--- config.mk ---
export PLATFORM = sky130hd
export DESIGN_NAME = wb_arbiter2
export DESIGN_NICKNAME = d
export VERILOG_FILES = /design/src/rtl/wb_arbiter2.sv
export SDC_FILE = /design/constraint.sdc
export NUM_CORES = 1
export LEC_CHECK = 0
export BUFFER_PORTS_ARGS = -buffer_cell sky130_fd_sc_hd__buf_2
export CAP_MARGIN = 10
export CORE_AREA = 3 3 124 126
export DETAILED_ROUTE_END_ITERATION = 8
export DIE_AREA = 0 0 127 129
export MAX_ROUTING_LAYER = met4
export PLACE_DENSITY = 0.48
export RECOVER_POWER = 100
export SETUP_SLACK_MARGIN = 0.1
export SKIP_CTS_REPAIR_TIMING = 1
export SYNTH_ARGS = -nofsm -noshare
export SYNTH_HDL_FRONTEND = slang
export SYNTH_SLANG_ARGS = --single-unit
--- constraint.sdc ---
create_clock -name clk -period 5.7 [get_ports clk]
set_input_delay 1.14 -clock clk [delete_from_list [all_inputs] [get_ports clk]]
set_output_delay 1.14 -clock clk [all_outputs]
set_load 0.03 [all_outputs]
--- src/rtl/wb_arbiter2.sv ---
// Two-master Wishbone classic arbiter onto one shared slave.
// Round-robin on ties, no preemption, and a per-strobe timeout that ends a
// stalled access with an error.
module wb_arbiter2 #(
  parameter int unsigned TIMEOUT = 16
) (
  input  logic        clk,
  input  logic        rst,
  input  logic        m0_cyc,
  input  logic        m0_stb,
  input  logic        m0_we,
  input  logic [31:0] m0_adr,
  input  logic [3:0]  m0_sel,
  input  logic [31:0] m0_dat_ms,
  output logic [31:0] m0_dat_sm,
  output logic        m0_ack,
  output logic        m0_err,
  input  logic        m1_cyc,
  input  logic        m1_stb,
  input  logic        m1_we,
  input  logic [31:0] m1_adr,
  input  logic [3:0]  m1_sel,
  input  logic [31:0] m1_dat_ms,
  output logic [31:0] m1_dat_sm,
  output logic        m1_ack,
  output logic        m1_err,
  output logic        s_cyc,
  output logic        s_stb,
  output logic        s_we,
  output logic [31:0] s_adr,
  output logic [3:0]  s_sel,
  output logic [31:0] s_dat_ms,
  input  logic [31:0] s_dat_sm,
  input  logic        s_ack,
  output logic [1:0]  gnt
);

  localparam int unsigned CW = 8;

  typedef enum logic [1:0] {
    IDLE = 2'd0,
    GNT0 = 2'd1,
    GNT1 = 2'd2
  } state_t;

  state_t        r_state;
  logic          r_last;
  logic [CW-1:0] r_cnt;

  logic          w_g0;
  logic          w_g1;
  logic          w_any;
  logic          w_cyc;
  logic          w_stb;
  logic          w_timeout;

  assign w_g0  = (r_state == GNT0);
  assign w_g1  = (r_state == GNT1);
  assign w_any = w_g0 | w_g1;

  // Request path from whichever master holds the grant; all zero when idle.
  always_comb begin
    w_cyc    = 1'b0;
    w_stb    = 1'b0;
    s_we     = 1'b0;
    s_adr    = 32'd0;
    s_sel    = 4'd0;
    s_dat_ms = 32'd0;
    if (w_g0) begin
      w_cyc    = m0_cyc;
      w_stb    = m0_stb;
      s_we     = m0_we;
      s_adr    = m0_adr;
      s_sel    = m0_sel;
      s_dat_ms = m0_dat_ms;
    end else if (w_g1) begin
      w_cyc    = m1_cyc;
      w_stb    = m1_stb;
      s_we     = m1_we;
      s_adr    = m1_adr;
      s_sel    = m1_sel;
      s_dat_ms = m1_dat_ms;
    end
  end

  // Timeout fires on the last allowed wait cycle unless the slave acks then.
  assign w_timeout = w_any & w_stb & ~s_ack & (r_cnt == CW'(TIMEOUT - 1));

  assign s_cyc = w_cyc;
  assign s_stb = w_stb & ~w_timeout;

  assign m0_ack    = w_g0 & s_ack & m0_stb;
  assign m1_ack    = w_g1 & s_ack & m1_stb;
  assign m0_err    = w_g0 & w_timeout;
  assign m1_err    = w_g1 & w_timeout;
  assign m0_dat_sm = s_dat_sm;
  assign m1_dat_sm = s_dat_sm;

  assign gnt = {w_g1, w_g0};

  // Grant FSM with round-robin pointer; a grant is held for the whole cycle.
  always_ff @(posedge clk or negedge rst) begin
    if (!rst) begin
      r_state <= IDLE;
      r_last  <= 1'b1;
    end else begin
      case (r_state)
        IDLE: begin
          if (m0_cyc && m1_cyc) r_state <= r_last ? GNT0 : GNT1;
          else if (m0_cyc)      r_state <= GNT0;
          else if (m1_cyc)      r_state <= GNT1;
        end
        GNT0: begin
          if (!m0_cyc) begin
            r_last  <= 1'b0;
            r_state <= m1_cyc ? GNT1 : IDLE;
          end
        end
        GNT1: begin
          if (!m1_cyc) begin
            r_last  <= 1'b1;
            r_state <= m0_cyc ? GNT0 : IDLE;
          end
        end
        default: r_state <= IDLE;
      endcase
    end
  end

  // Wait counter for the granted strobe; restarts on ack, timeout or no strobe.
  always_ff @(posedge clk or negedge rst) begin
    if (!rst) begin
      r_cnt <= '0;
    end else if (!w_any || !w_stb || s_ack || w_timeout) begin
      r_cnt <= '0;
    end else begin
      r_cnt <= r_cnt + CW'(1);
    end
  end

endmodule

==> metrics.csv, run 1 <==
stage;metric;value;unit
outcome;status;finished, final reports clean;
global_route;vias in the first global route;2168;
logic_synthesis;largest area contributor in the netlist;a22o_1;
pwr;Comb pwr share;83.0;%
run;max-cap violations;0;
pwr;leakage power;1.268;nW
clocking;Clock Sinks;11;
detailed_routing;drt initial violations;148;
final_layout;Layout fillers;1656;
logic_synthesis;most common cell in the netlist;a22o_1;
pwr;Flop pwr share;7.6;%
pwr;cell internal pwr;0.4987;mW
timing;RSZ-0062 raised after global routing;false;
clocking;Worst-Skew Late Latency;0.23;ns
timing;Total Neg Setup Slack;0;ns
logic_synthesis;Cells after Synth;225;
place;Inst Count DP;550;
clocking;Max Root-Sink Buffers;2;
worst_setup_path;critical-path cell list;inv_1 -> ha_1 -> nor2_4 -> buf_4 -> a22o_1 -> clkbuf_1;
worst_hold_path;Min-Delay Path Class;register to register;
timing;Tightest Pin Transition;1.474;ns
clocking;total CTS buffers;3;
floorplan;Starting Density;13.35;%
worst_setup_path;CP peak stage delay;0.71;ns
logic_synthesis;post-synth design cell area;1926;um2
detailed_routing;drt total wl;8435;um
timing;max-slew violations;0;
logic_synthesis;Distinct cells, synth;38;
detailed_routing;via count;2309;
logic_synthesis;FF+latch count, synth;11;
pwr;Power, Total;1.337;mW
timing;Max Freq;229.2;MHz
logic_synthesis;Post-synth top flop;dfrtp_1;
detailed_routing;drt drc;0;
final_layout;P&R area growth vs syn;38.34;%
timing;Slew headroom;1.758;%
final_layout;register area;276.5;um2
clocking;Clk pin slew, worst setup/hold paths;0.04;ns
logic_synthesis;fraction of the yosys area taken by sequential cells;14.36;%
place;number of buffers added on ports;221;
worst_setup_path;Worst Path Arrival;3.22;ns
place;DP HPWL;7137;um
final_layout;Finished Layout Cells;554;
timing;final worst slack;1.336;ns
logic_synthesis;FFs w/ async S/R, synth;100.0;%
worst_setup_path;element type at the critical path end;output pin;
timing;final hold vios;0;
floorplan;io pins;318;
pwr;Clk network pwr share;9.4;%
final_layout;diode count;0;
detailed_routing;remaining antenna violation count;0;
final_layout;Final #Nets;554;
clocking;H-tree levels;1;
floorplan;die area;16380;um2
pwr;pwr dens;501.9;nW/um2
global_route;initial antenna violation count;2;
final_layout;fraction of layout cells with a size suffix above 1;42.70;%
logic_synthesis;Synth top area share;31.84;%
detailed_routing;WL/cell;15.23;um
pwr;Sw Ratio;62.70;%
floorplan;Core Area;14420;um2
logic_synthesis;Post-synth EDFFs;0;
detailed_routing;DRT Pass-1 Iters;4;
logic_synthesis;Syn. warnings;0;
place;Placer Congestion;0.7333;
floorplan;DIE HEIGHT;129;um
worst_setup_path;maximum fanout along the worst path;43;
timing;final setup fails;0;
pwr;Sw Pwr;0.8384;mW
worst_setup_path;delay-heaviest family, CP;buffers and inverters;
logic_synthesis;Syn Area/Cell;8.558;um2
floorplan;chip width;127;um
place;Setup WS pre-CTS;2.071;ns
floorplan;Rows;44;
global_route;first-pass GRT wire length;11470;um
timing;crit share post-route;76.56;%
pwr;maximum vdd drop;241.4;uV
timing;Period minus WS final;4.364;ns
timing;clk_skew;0.004954;ns
global_route;largest net degree at the start of global routing;45;
worst_setup_path;Bufs and invs on worst path;3;
worst_setup_path;CP Class;register to output pin;
logic_synthesis;commonest cells in the netlist;70 x a22o_1, 66 x buf_4, 10 x dfrtp_1;
final_layout;final core occ;18.47;%
worst_setup_path;Startpoint Class;register;
global_route;GRT Resource Usage Total;9.247;%
worst_setup_path;Critical Path RT;4.56;ns
logic_synthesis;syn nets;408;
clocking;Root Buffer;clkbuf_16;
final_layout;multi-input logic area;1030;um2
worst_setup_path;slowest cell on the critical path;nor2_4;
global_route;GRT overflow;0;
logic_synthesis;Synth area leaders;a22o_1 32%, buf_4 26%, dfrtp_1 13%;
clocking;CTS tree;yes;
detailed_routing;via/cell ratio;4.168;
## cell usage in the layout, fill, tap and decap left out, drive strengths merged, types with 4 or more instances in the layout
cell / count
a22o: 70
buf: 147
clkbuf: 80
dfrtp: 10
ha: 6
inv: 6
nand2: 7
nor2: 4
o21ai: 6
## flip-flops by register name (all words and copies together) (netlist names)
| signal | cells |
|---|---|
| r_cnt | 8 |
| r_last | 1 |
| r_state | 2 |
## power by group through the flow
stage | Clock, mW | Sequential, mW | Combinational (mW)
3_5_place_dp | 0 | 0.102 | 1.18
5_1_grt | 0.135 | 0.104 | 1.19
6_report | 0.126 | 0.101 | 1.11
4_1_cts | 0.128 | 0.101 | 1.18
3_3_place_gp | 0 | 0.101 | 1.16
2_1_floorplan | 0 | 0.0997 | 0.945
## through the flow
stage          instance area, um2  hold slack (ns)
3_5_place_dp                 2710           0.4771
4_1_cts                      2789           0.4824
6_report                     2664           0.4821
5_1_grt                      2664           0.5312
3_3_place_gp                 2710           0.4571
2_1_floorplan                1926           0.4413
## routing by layer
metal	up-vias	routed length, um	track usage (%)
met5	-	0	-
met4	0	241	2.902
met3	42	997	1.951
met2	172	4185	16.66
met1	1020	3011	10.20
li1	1075	-	-
## kinds of logic (layout without fill, tap and decap cells)
family | count (synthesis) | in the layout | share of synthesized area [%]
buffers and inverters | 88 | 233 | 30.99
AOI/OAI and AO/OA | 86 | 86 | 38.14
and+or+nand+nor | 31 | 31 | 11.11
DFF | 11 | 11 | 14.36
adders and majority gates | 6 | 6 | 3.899
xor gates and xnor gates | 2 | 2 | 0.9098
muxes | 1 | 1 | 0.5848
## cell type report
cell class,count,share of cell area (%)
multi-input cells,126,38.66
repair buffers,223,38.52
flip-flops and latches,11,10.38
well taps,184,8.643
clock buffers,4,2.959
inverters,6,0.8455
## final timing paths
check | from | to | slack (ns) | cells after the start
hold reg to reg | r_cnt[0] | r_cnt[0] | 0.48 | 1
max in group asynchronous | rst | r_state[0] | 4.42 | 1
setup reg to reg | r_state[1] | r_last | 2.71 | 6
min in group asynchronous | rst | r_cnt[3] | 0.88 | 1
hold / removal | r_cnt[0] | r_cnt[0] | 0.48 | 1
setup / recovery | r_state[1] | s_dat_ms[21] | 1.34 | 6
No activity file was read; power rests on OpenSTA's default activity.
==> run 2: changes to the inputs <==
- CORE_AREA: 3 3 124 126 -> 3 3 121 123
- DIE_AREA: 0 0 127 129 -> 0 0 124 126
- PLACE_DENSITY: 0.48 -> 0.5
- clock period: 5.7 -> 4.5 ns (I/O delays scaled with it)
==> run 2 against run 1 <==
Against the previous run: clock-buffer cell count unchanged; total power up 27%; clock power grew 26%; largest power group unchanged; global-route usage increased by 0.67 points; cell area is essentially flat; sequential cell count is the same; critical path depth did not move; critical path type unchanged; sequential power rose by 27%.
==> metrics.csv, run 2 (synthesized netlist as in run 1, its figures left out) <==
stage;metric;value;unit
detailed_routing;drt initial violations;80;
place;DP HPWL;7225;um
final_layout;diode count;0;
floorplan;Starting Density;13.98;%
detailed_routing;wire length on met3;909;um
timing;crit share post-route;84.39;%
global_route;first-pass GRT wire length;11790;um
place;Placer Congestion;0.8420;
clocking;Clk pin slew, worst setup/hold paths;0.04;ns
timing;Period minus WS final;3.797;ns
clocking;Clock Sinks;11;
global_route;largest net degree at the start of global routing;43;
final_layout;max reg flops;8;
detailed_routing;drt drc;0;
global_route;initial antenna violation count;2;
floorplan;chip width;124;um
clocking;H-tree levels;1;
pwr;maximum vdd drop;197.0;uV
clocking;CTS tree;yes;
final_layout;P&R area growth vs syn;38.21;%
worst_setup_path;element type at the critical path end;output pin;
detailed_routing;remaining antenna violation count;0;
timing;Slew headroom;46.00;%
timing;Max Freq;263.3;MHz
worst_setup_path;Startpoint Class;register;
clocking;Root Buffer;clkbuf_16;
final_layout;Reg with most FFs;r_cnt;
detailed_routing;highest routed metal layer;met4;
clocking;Max Root-Sink Buffers;2;
timing;clk_skew;0.0007220;ns
final_layout;most frequent cells in the layout;145 x buf_2, 77 x clkbuf_1, 70 x a22o_1;
timing;Total Neg Setup Slack;0;ns
detailed_routing;wire length on met2;4218;um
final_layout;fraction of layout cells with a size suffix above 1;42.97;%
detailed_routing;drt total wl;8645;um
floorplan;io pins;318;
timing;final hold vios;0;
pwr;leakage power;1.266;nW
place;number of buffers added on ports;221;
pwr;pwr dens;635.6;nW/um2
detailed_routing;met1 WL;3301;um
pwr;Power, Total;1.691;mW
global_route;vias in the first global route;2207;
timing;final worst slack;0.7025;ns
timing;max-slew violations;0;
worst_hold_path;Min-Delay Path Class;register to register;
worst_setup_path;CP Class;register to output pin;
run;max-cap violations;0;
detailed_routing;DRT Pass-1 Iters;4;
final_layout;most common cell after layout, fill and taps aside;buf_2;
clocking;Worst-Skew Late Latency;0.23;ns
floorplan;Core Area;13770;um2
timing;Tightest Pin Transition;0.8080;ns
worst_setup_path;maximum fanout along the worst path;38;
detailed_routing;via/cell ratio;4.227;
outcome;status;finished, final reports clean;
final_layout;Largest regs;r_cnt (8), r_state (2), r_last (1);
floorplan;Rows;43;
worst_setup_path;Worst Path Arrival;2.90;ns
floorplan;DIE HEIGHT;126;um
place;Setup WS pre-CTS;1.000;ns
timing;final setup fails;0;
worst_setup_path;Critical Path RT;3.60;ns
clocking;total CTS buffers;3;
global_route;GRT Resource Usage Total;9.916;%
final_layout;Final #Nets;554;
timing;RSZ-0062 raised after global routing;false;
floorplan;die area;15620;um2
detailed_routing;WL/cell;15.72;um
detailed_routing;via count;2325;
global_route;GRT overflow;0;
==> run 2: cell counts in the layout (fill, tap and decap cells not counted) <==
No cell type changed its count.
==> run 2: worst paths after layout <==
path	from	to	slack, ns	cells past startpoint
max	r_state[1]	s_adr[27]	0.70	6
min	r_cnt[0]	r_cnt[0]	0.48	1
max reg2reg	r_state[1]	r_last	2.01	6
min reg2reg	r_cnt[0]	r_cnt[0]	0.48	1
max in group asynchronous	rst	r_state[1]	3.48	1
min in group asynchronous	rst	r_cnt[0]	0.64	1
==> run 2: layout make-up <==
| type | instances | area (um2) |
|---|---|---|
| fill | 1586 | 11110 |
| tap | 180 | 225.2 |
| sequential | 11 | 276.5 |
| multi-input combinational | 126 | 1032 |
| inverter | 6 | 22.52 |
| timing repair buffer | 223 | 1026 |
| clock buffer | 4 | 78.83 |
==> run 2: layer usage <==
metal / track usage (%) / up-vias
met4: 3.028 / 0
met5: - / -
met3: 1.751 / 29
met2: 17.34 / 174
met1: 11.43 / 1048
li1: - / 1074
==> run 2: worst max-delay path: stages (launching register included) <==
cell	delay [ns]
dfrtp_1	0.40
inv_1	0.08
ha_2	0.41
nor2_4	0.72
buf_4	0.48
a22o_1	0.24
clkbuf_1	0.32
==> run 2: stage by stage <==
stage / util, % / cells / hold WS [ns] / instance area (um2)
after floorplan: - / 225 / 0.4413 / 1926
after global placement: 19.64 / 546 / 0.4559 / 2705
after detailed placement: 19.64 / 546 / 0.4803 / 2705
after CTS: 20.21 / 550 / 0.4856 / 2784
after global routing: 19.32 / 550 / 0.5259 / 2661
final: 19.32 / 550 / 0.4807 / 2661
==> run 2: report_power, final <==
part,switching [mW],internal (mW),leakage (nW)
clock network,0.0406,0.119,0.0382
logic,1.01,0.397,1.08
registers,0.0124,0.116,0.147
total,1.06,0.632,1.27
